--- config.mk ---
export PLATFORM = sky130hd
export DESIGN_NAME = alu_share_arbiter
export DESIGN_NICKNAME = d
export VERILOG_FILES = /design/src/rtl/alu_share_arbiter.sv
export SDC_FILE = /design/constraint.sdc
export NUM_CORES = 1
export LEC_CHECK = 0
export ABC_AREA = 1
export CAP_MARGIN = 10
export CORE_AREA = 2 2 124 126
export CTS_CLUSTER_SIZE = 24
export DETAILED_ROUTE_END_ITERATION = 8
export DIE_AREA = 0 0 126 128
export PLACE_DENSITY = 0.71
export SLEW_MARGIN = 20
export SYNTH_ARGS = -nofsm -noshare
export SYNTH_HDL_FRONTEND = slang
export SYNTH_SLANG_ARGS = --single-unit
export TNS_END_PERCENT = 1
--- constraint.sdc ---
create_clock -name clk -period 3.9 [get_ports clk]
set_input_delay 0.975 -clock clk [delete_from_list [all_inputs] [get_ports clk]]
set_output_delay 0.975 -clock clk [all_outputs]
set_load 0.1 [all_outputs]
--- src/rtl/alu_share_arbiter.sv ---
`default_nettype none
// ============================================================================
// Module   : alu_share_arbiter
// Brief    : Round-robin sharing of one external 32-bit ALU between two
//            requesters, with a held response register per grant.
// Revision : 1.0
// ============================================================================
module alu_share_arbiter #(
  parameter int WIDTH = 32,
  parameter int CNT_W = 16
) (
  input  logic             clk,
  input  logic             rst_n,
  input  logic [1:0]       i_req_valid,
  output logic [1:0]       o_req_ready,
  input  logic [4:0]       i_req0_ctrl,
  input  logic [4:0]       i_req1_ctrl,
  input  logic             i_req0_sign,
  input  logic             i_req1_sign,
  input  logic [WIDTH-1:0] i_req0_in1,
  input  logic [WIDTH-1:0] i_req0_in2,
  input  logic [WIDTH-1:0] i_req1_in1,
  input  logic [WIDTH-1:0] i_req1_in2,
  output logic [4:0]       o_alu_ctrl,
  output logic             o_alu_sign,
  output logic [WIDTH-1:0] o_alu_in1,
  output logic [WIDTH-1:0] o_alu_in2,
  input  logic [WIDTH-1:0] i_alu_out,
  input  logic             i_alu_zero,
  output logic [1:0]       o_rsp_valid,
  input  logic [1:0]       i_rsp_ready,
  output logic [WIDTH-1:0] o_rsp_data,
  output logic             o_rsp_zero,
  output logic             o_rsp_err,
  output logic [CNT_W-1:0] o_done_cnt0,
  output logic [CNT_W-1:0] o_done_cnt1
);

  localparam logic [0:0]       c_IDLE    = 1'b0;
  localparam logic [0:0]       c_RESP    = 1'b1;
  localparam logic [4:0]       c_MAX_OP  = 5'd9;
  localparam logic [CNT_W-1:0] c_CNT_ONE = {{(CNT_W-1){1'b0}}, 1'b1};

  logic [0:0]       r_state;
  logic [0:0]       w_state_nxt;
  logic             r_owner;
  logic             r_prio;
  logic [WIDTH-1:0] r_rsp_data;
  logic             r_rsp_zero;
  logic             r_rsp_err;
  logic [CNT_W-1:0] r_done_cnt0;
  logic [CNT_W-1:0] r_done_cnt1;

  logic w_rsp_done;
  logic w_can_accept;
  logic w_grant;
  logic w_gnt_sel;
  logic w_illegal;

  assign w_rsp_done   = (r_state == c_RESP) & i_rsp_ready[r_owner];
  assign w_can_accept = (r_state == c_IDLE) | w_rsp_done;
  // Gating with rst_n keeps the ALU inputs and ready quiet while reset is held.
  assign w_grant      = rst_n & w_can_accept & (|i_req_valid);
  assign w_gnt_sel    = (&i_req_valid) ? r_prio : i_req_valid[1];
  assign w_illegal    = (o_alu_ctrl > c_MAX_OP);

  always_ff @(posedge clk or negedge rst_n) begin
    if (!rst_n) begin
      r_state <= c_IDLE;
    end else begin
      r_state <= w_state_nxt;
    end
  end

  always_comb begin
    w_state_nxt = r_state;
    if (w_grant) begin
      w_state_nxt = c_RESP;
    end else if (w_rsp_done) begin
      w_state_nxt = c_IDLE;
    end
  end

  always_comb begin
    o_req_ready = 2'b00;
    o_alu_ctrl  = 5'd0;
    o_alu_sign  = 1'b0;
    o_alu_in1   = '0;
    o_alu_in2   = '0;
    o_rsp_valid = 2'b00;
    if (w_grant) begin
      o_req_ready = w_gnt_sel ? 2'b10 : 2'b01;
      o_alu_ctrl  = w_gnt_sel ? i_req1_ctrl : i_req0_ctrl;
      o_alu_sign  = w_gnt_sel ? i_req1_sign : i_req0_sign;
      o_alu_in1   = w_gnt_sel ? i_req1_in1  : i_req0_in1;
      o_alu_in2   = w_gnt_sel ? i_req1_in2  : i_req0_in2;
    end
    if (r_state == c_RESP) begin
      o_rsp_valid = r_owner ? 2'b10 : 2'b01;
    end
  end

  always_ff @(posedge clk or negedge rst_n) begin
    if (!rst_n) begin
      r_owner     <= 1'b0;
      r_prio      <= 1'b0;
      r_rsp_data  <= '0;
      r_rsp_zero  <= 1'b0;
      r_rsp_err   <= 1'b0;
      r_done_cnt0 <= '0;
      r_done_cnt1 <= '0;
    end else begin
      if (w_grant) begin
        r_owner    <= w_gnt_sel;
        r_prio     <= ~w_gnt_sel;
        // Illegal opcodes are consumed but the ALU result is discarded.
        r_rsp_data <= w_illegal ? '0 : i_alu_out;
        r_rsp_zero <= w_illegal ? 1'b0 : i_alu_zero;
        r_rsp_err  <= w_illegal;
      end
      if (w_rsp_done && !r_owner) begin
        r_done_cnt0 <= r_done_cnt0 + c_CNT_ONE;
      end
      if (w_rsp_done && r_owner) begin
        r_done_cnt1 <= r_done_cnt1 + c_CNT_ONE;
      end
    end
  end

  assign o_rsp_data  = r_rsp_data;
  assign o_rsp_zero  = r_rsp_zero;
  assign o_rsp_err   = r_rsp_err;
  assign o_done_cnt0 = r_done_cnt0;
  assign o_done_cnt1 = r_done_cnt1;

endmodule
`default_nettype wire

== Yosys cells after proc, flatten, opt, wreduce, memory -nomap -nowiden ==
Cells that the tools add are included.
W data, S select, Z words.

* Bits in writable memories: 0
* Bits in read-only memories: 0
* Memories: 0
* Word-level logic and storage cells: 43
* Register bits after elaboration: 69
* Latch bits: 0
* Output and inout port bits: 140

* Multipliers: 0
* Divide/modulo/power cells: 0
* Add/sub/neg operators: 2
* Eq/ne operators: 0
* Reductions and logical operators: 6
* Muxes and demuxes: 19
* Bitwise gates (word level): 6
* Shifts and indexed selects: 0
* Order comparisons: 2

{| class="wikitable"
|+ Operators by type and width
! cell !! number
|-
| $mux W32 || 5
|-
| $add A16 B1 Y16 const B || 2
|-
| $mux W5 || 2
|-
| $mux W1 || 8
|-
| $mux W2 || 4
|-
| $gt A5 B4 Y1 const B || 1
|-
| $and A1 B1 Y1 || 3
|-
| $logic_and A1 B1 Y1 || 2
|-
| $lt A1 B2 Y1 const B || 1
|-
| $not A1 Y1 || 2
|-
| $reduce_and A2 Y1 || 1
|-
| $reduce_bool A2 Y1 || 1
|-
| $reduce_or A2 Y1 || 1
|-
| $logic_not A1 Y1 || 1
|-
| $or A1 B1 Y1 || 1
|}

== Longest topological paths before layout ==
Gate-level depths: netlist of the first run.

* Depth in word-level cells: 9
* Mapped depth: 11
* Gate-level depth less buffers: 10

== Worst setup path after synthesis of the first run ==
No wires, ideal clock.

* Path type: input to output
* From: in i_rsp_ready[1]
* To: out o_alu_ctrl[2]
* Arrival time: 2.738 ns
* Slack: 0.187 ns
* Path buffers: 1
* Stages on the path: 7
* Data required time: 2.925 ns
* Path through: inv_1 > nand3_1 > nand2_2 > inv_2 > nand2_4 > buf_2 > nor2_1

* Word-level cells in the longest chain between the ends: 7

{| class="wikitable"
|+ Ends and longest elaborated chain
! item !! RTL line !! source
|-
| start, declared || 31 || <nowiki>input logic [1:0] i_rsp_ready,</nowiki>
|-
| $mux W1 (implied by the code) (2 in series) || 60 || <nowiki>assign w_rsp_done = (r_state == c_RESP) & i_rsp_ready[r_owner];</nowiki>
|-
| $and A1 B1 Y1 || 60 ||
|-
| $or A1 B1 Y1 || 61 || <nowiki>assign w_can_accept = (r_state == c_IDLE) | w_rsp_done;</nowiki>
|-
| $and A1 B1 Y1 (2 in series) || 63 || <nowiki>assign w_grant = rst_n & w_can_accept & (|i_req_valid);</nowiki>
|-
| $mux W5 || 91 || <nowiki>if (w_grant) begin</nowiki>
|-
| end, declared || 24 || <nowiki>output logic [4:0] o_alu_ctrl,</nowiki>
|}

Every way passes these cells. The select of a mux whose other input is x is not followed.

== Worst setup path in the final report of the first run ==
* From: in i_rsp_ready[0]
* To: out o_alu_in1[28]

* Word-level cells in the longest chain between the ends: 7

{| class="wikitable"
|+ Ends and longest elaborated chain
! item !! RTL line !! source
|-
| $mux W1 (implied by the code) (2 in series) || 60 ||
|-
| $and A1 B1 Y1 || 60 ||
|-
| $or A1 B1 Y1 || 61 ||
|-
| $and A1 B1 Y1 (2 in series) || 63 ||
|-
| $mux W32 || 91 ||
|-
| end, declared || 26 || <nowiki>output logic [WIDTH-1:0] o_alu_in1,</nowiki>
|}

Every way passes these cells. The select of a mux whose other input is x is not followed.

==> results.json, run 1 <==
{
  "status": "finished clean",
  "root_buffer": "clkbuf_16",
  "area_growth_pct": 100,
  "synth_compound_area_share_pct": 1.27,
  "initial_utilization_pct": 29.3,
  "clockPowerShare_pct": 15.8,
  "setup_violations": 0,
  "max-vdd-ir-drop_mv": 0.475,
  "cts_setup_buffers": 0,
  "synth_top_area_cell": "dfrtp_1",
  "drt-initial-drc-count": 224,
  "clock_skew_ns": 0.00352,
  "p_leak_nw": 4.29,
  "cts_resized": 0,
  "final_max_slew_viol_count": 0,
  "gr-total-overflow": 0,
  "hpwl_um": 13400,
  "synth.yosys.seq_area_share_pct": 39.7,
  "io_buffers": 318,
  "async_reset_ff_share_pct": 100,
  "cts_tree": "built",
  "via_per_inst": 4.39,
  "ctsHoldBuffers": 0,
  "seq_power_share_pct": 19.6,
  "clk_latency_ns": 0.33,
  "synthMuxAreaShare_pct": 0,
  "worstHoldPathType": "reg -> reg",
  "fin_setup_tns_ns": 0,
  "period_minus_slack_ns": 3.78,
  "antenna_found_initial": 0,
  "relSlewSlack_pct": 30.8,
  "wl_per_cell_um": 14.7,
  "power_density_nw_per_um2": 599,
  "track_usage_pct": 20.7,
  "synth_top_family_by_area": "simple AND/OR/NAND/NOR gates",
  "cpPeakStageDelay_ns": 0.51,
  "synth-seq-cells": 69,
  "pwr-share-comb_pct": 64.6,
  "path_delay_family": "buffers and inverters",
  "power.internal_w": 0.00234,
  "synth.distinct_cells": 27,
  "syn_inst": 661,
  "die_area_sq_um": 16100,
  "syn-num-nets": 842,
  "die_w_um": 126,
  "ys_warn_count": 0,
  "synth.area.top_cells": "dfrtp_1 (40%), nand2_1 (28%), nand3_1 (5.9%)",
  "crit_path_top_delay_cell": "clkdlybuf4s50_1",
  "final-seq-area_sq_um": 1730,
  "whs_ns": 0.478,
  "switching_power_w": 0.00287,
  "cts_buffers": 9,
  "nets": 1156,
  "synthSimpleGateAreaFrac_pct": 43.9,
  "rsz0062_at_grt": "false",
  "grt_pass1_vias": 4939,
  "synth-edff-count": 0,
  "clockBufferDepth": 2,
  "synth_area_sq_um": 4350,
  "crit_buf_inv": 6,
  "final_cell_mix": "nand2_1 (329), clkdlybuf4s50_1 (243), buf_12 (75)",
  "grt_start_max_net_pins": 70,
  "die_y_um": 128,
  "multiInputGateArea_sq_um": 2170,
  "critPathArrivalTime_ns": 2.81,
  "num_rows": 45,
  "vias": 5123,
  "finalCritPeriodShare_pct": 97.0,
  "drc_errors": 0,
  "final_layout_size_suffix_gt1_share_pct": 12.3,
  "clkTransAtPathRegs_ns": 0.06,
  "synth_xor_area_share_pct": 4.23,
  "path_class": "in -> out",
  "gp_congestion": 0.874,
  "fillers": 1342,
  "synth.avg_cell_area_sq_um": 6.58,
  "h-tree-depth": 3,
  "fmax_mhz": 264,
  "antenna_left": 0,
  "worst_slew_pin_slew_ns": 1.03,
  "routed_wl_um": 17100,
  "path_cells": "clkdlybuf4s50_1 -> inv_1 -> nand3_2 -> nand2_2 -> inv_2 -> nand2_4 -> nor2_4 -> buf_12 -> buf_4 -> nand2_1 -> nand2_1 -> buf_12",
  "startpoint_type": "primary input",
  "finalHoldViolations": 0,
  "drtPass1Iterations": 4,
  "antenna_cells": 0,
  "cp-end-kind": "output port",
  "sw_frac_of_total_pct": 55.1,
  "cp_data_required_time_ns": 2.92,
  "cts.sinks": 69,
  "synth_top_area_share_pct": 39.7,
  "coreArea_sq_um": 14900,
  "synth_fa_ha_area_share_pct": 0.575,
  "yosys_most_used_dff": "dfrtp_1",
  "io_pins": 319,
  "mostFrequentLayoutCell": "nand2_1",
  "drv_cap": 0,
  "grt_pass1_wl_um": 26300,
  "cp_max_fo": 61
}
sequential cells by signal (all words and copies together), names as in the netlist:
register and cells:
o_done_cnt0 16, o_done_cnt1 16, o_rsp_data 32, o_rsp_err 1, o_rsp_zero 1, r_owner 1
r_prio 1, r_state 1
Yosys cell counts (2+ instances only):
library cell / n
xnor2_1: 6
o21ai_1: 4
inv_1: 62
nor2_4: 3
a21oi_1: 2
nand2_2: 2
buf_6: 7
nand3_1: 51
inv_2: 4
dfrtp_1: 69
o21ai_0: 5
nor2_1: 60
buf_2: 15
nand3_2: 2
nand2_1: 329
ha_1: 2
nand2_4: 2
nand4_1: 2
xor2_1: 15
buf_4: 4
nor3_1: 9
cell type report:
type / count / area share (%)
Tap cell: 188 / 2.70
Sequential cell: 69 / 19.8
Clock buffer: 11 / 2.90
Inverter: 66 / 2.84
Clock inverter: 4 / 0.546
Multi-Input combinational cell: 498 / 24.9
Timing Repair Buffer: 331 / 46.3
metal layers:
layer	share of wire (%)	global-route usage [%]
met5	0	0
met4	1.2	4.14
met3	9.6	8.60
met2	48	34.1
met1	41	25.6
worst paths after layout:
| kind | startpoint | to | slack, ns | depth (start not counted) |
|---|---|---|---|---|
| min in group asynchronous | rst_n | o_done_cnt0[2] | 0.94 | 2 |
| max in group asynchronous | rst_n | o_rsp_data[5] | 2.38 | 2 |
| setup / recovery | i_rsp_ready[0] | o_alu_in1[28] | 0.12 | 12 |
| hold / removal | o_rsp_data[14] | o_rsp_data[14] | 0.48 | 2 |
| hold reg to reg | o_rsp_data[14] | o_rsp_data[14] | 0.48 | 2 |
| setup reg to reg | r_state | o_rsp_data[26] | 1.78 | 9 |
power by group through the flow:
| stage | logic [W] | registers, W | clock network (W) |
|---|---|---|---|
| 2_1_floorplan | 0.00116 | 0.00214 | 0 |
| 3_3_place_gp | 0.00337 | 0.00102 | 0 |
| 3_5_place_dp | 0.00338 | 0.00103 | 0 |
| 4_1_cts | 0.00338 | 0.00102 | 0.000842 |
| 5_1_grt | 0.00349 | 0.00105 | 0.000876 |
| 6_report | 0.00337 | 0.00102 | 0.000822 |
cell families (layout without fill, tap and decap cells):
group                    after synthesis  after routing
flip-flops                            69             69
buffers and inverters                 94            412
XOR/XNOR                              21             21
AO/OA/AOI/OAI                         11             11
adder cells (fa/ha/maj)                2              2
AND/OR/NAND/NOR                      464            464
metrics by stage:
step                instance area [sq um]  utilization, %  worst slack [ns]  std cells  power, W
finish                               8710            58.6             0.115       1167   0.00521
CTS                                  8710            58.6             0.111       1167   0.00525
floorplan                            4350               -             0.187        661   0.00330
detailed placement                   8410            56.6             0.118       1152   0.00441
global placement                     8410            56.6             0.167       1152   0.00439
global route                         8710            58.6           0.00684       1167   0.00542
tightest hold or removal path: stages, from the launching register on:
cell,delay (ns)
dfrtp_1,0.34
nand2_1,0.05
nand2_1,0.05
Power figures use the tool's default switching activity.
==> run 2, diff against run 1 <==
Settings changed: SLEW_MARGIN 20 to unset.
==> results of run 2 <==
No change in the layout: final DEF, timing and power equal those of run 1.
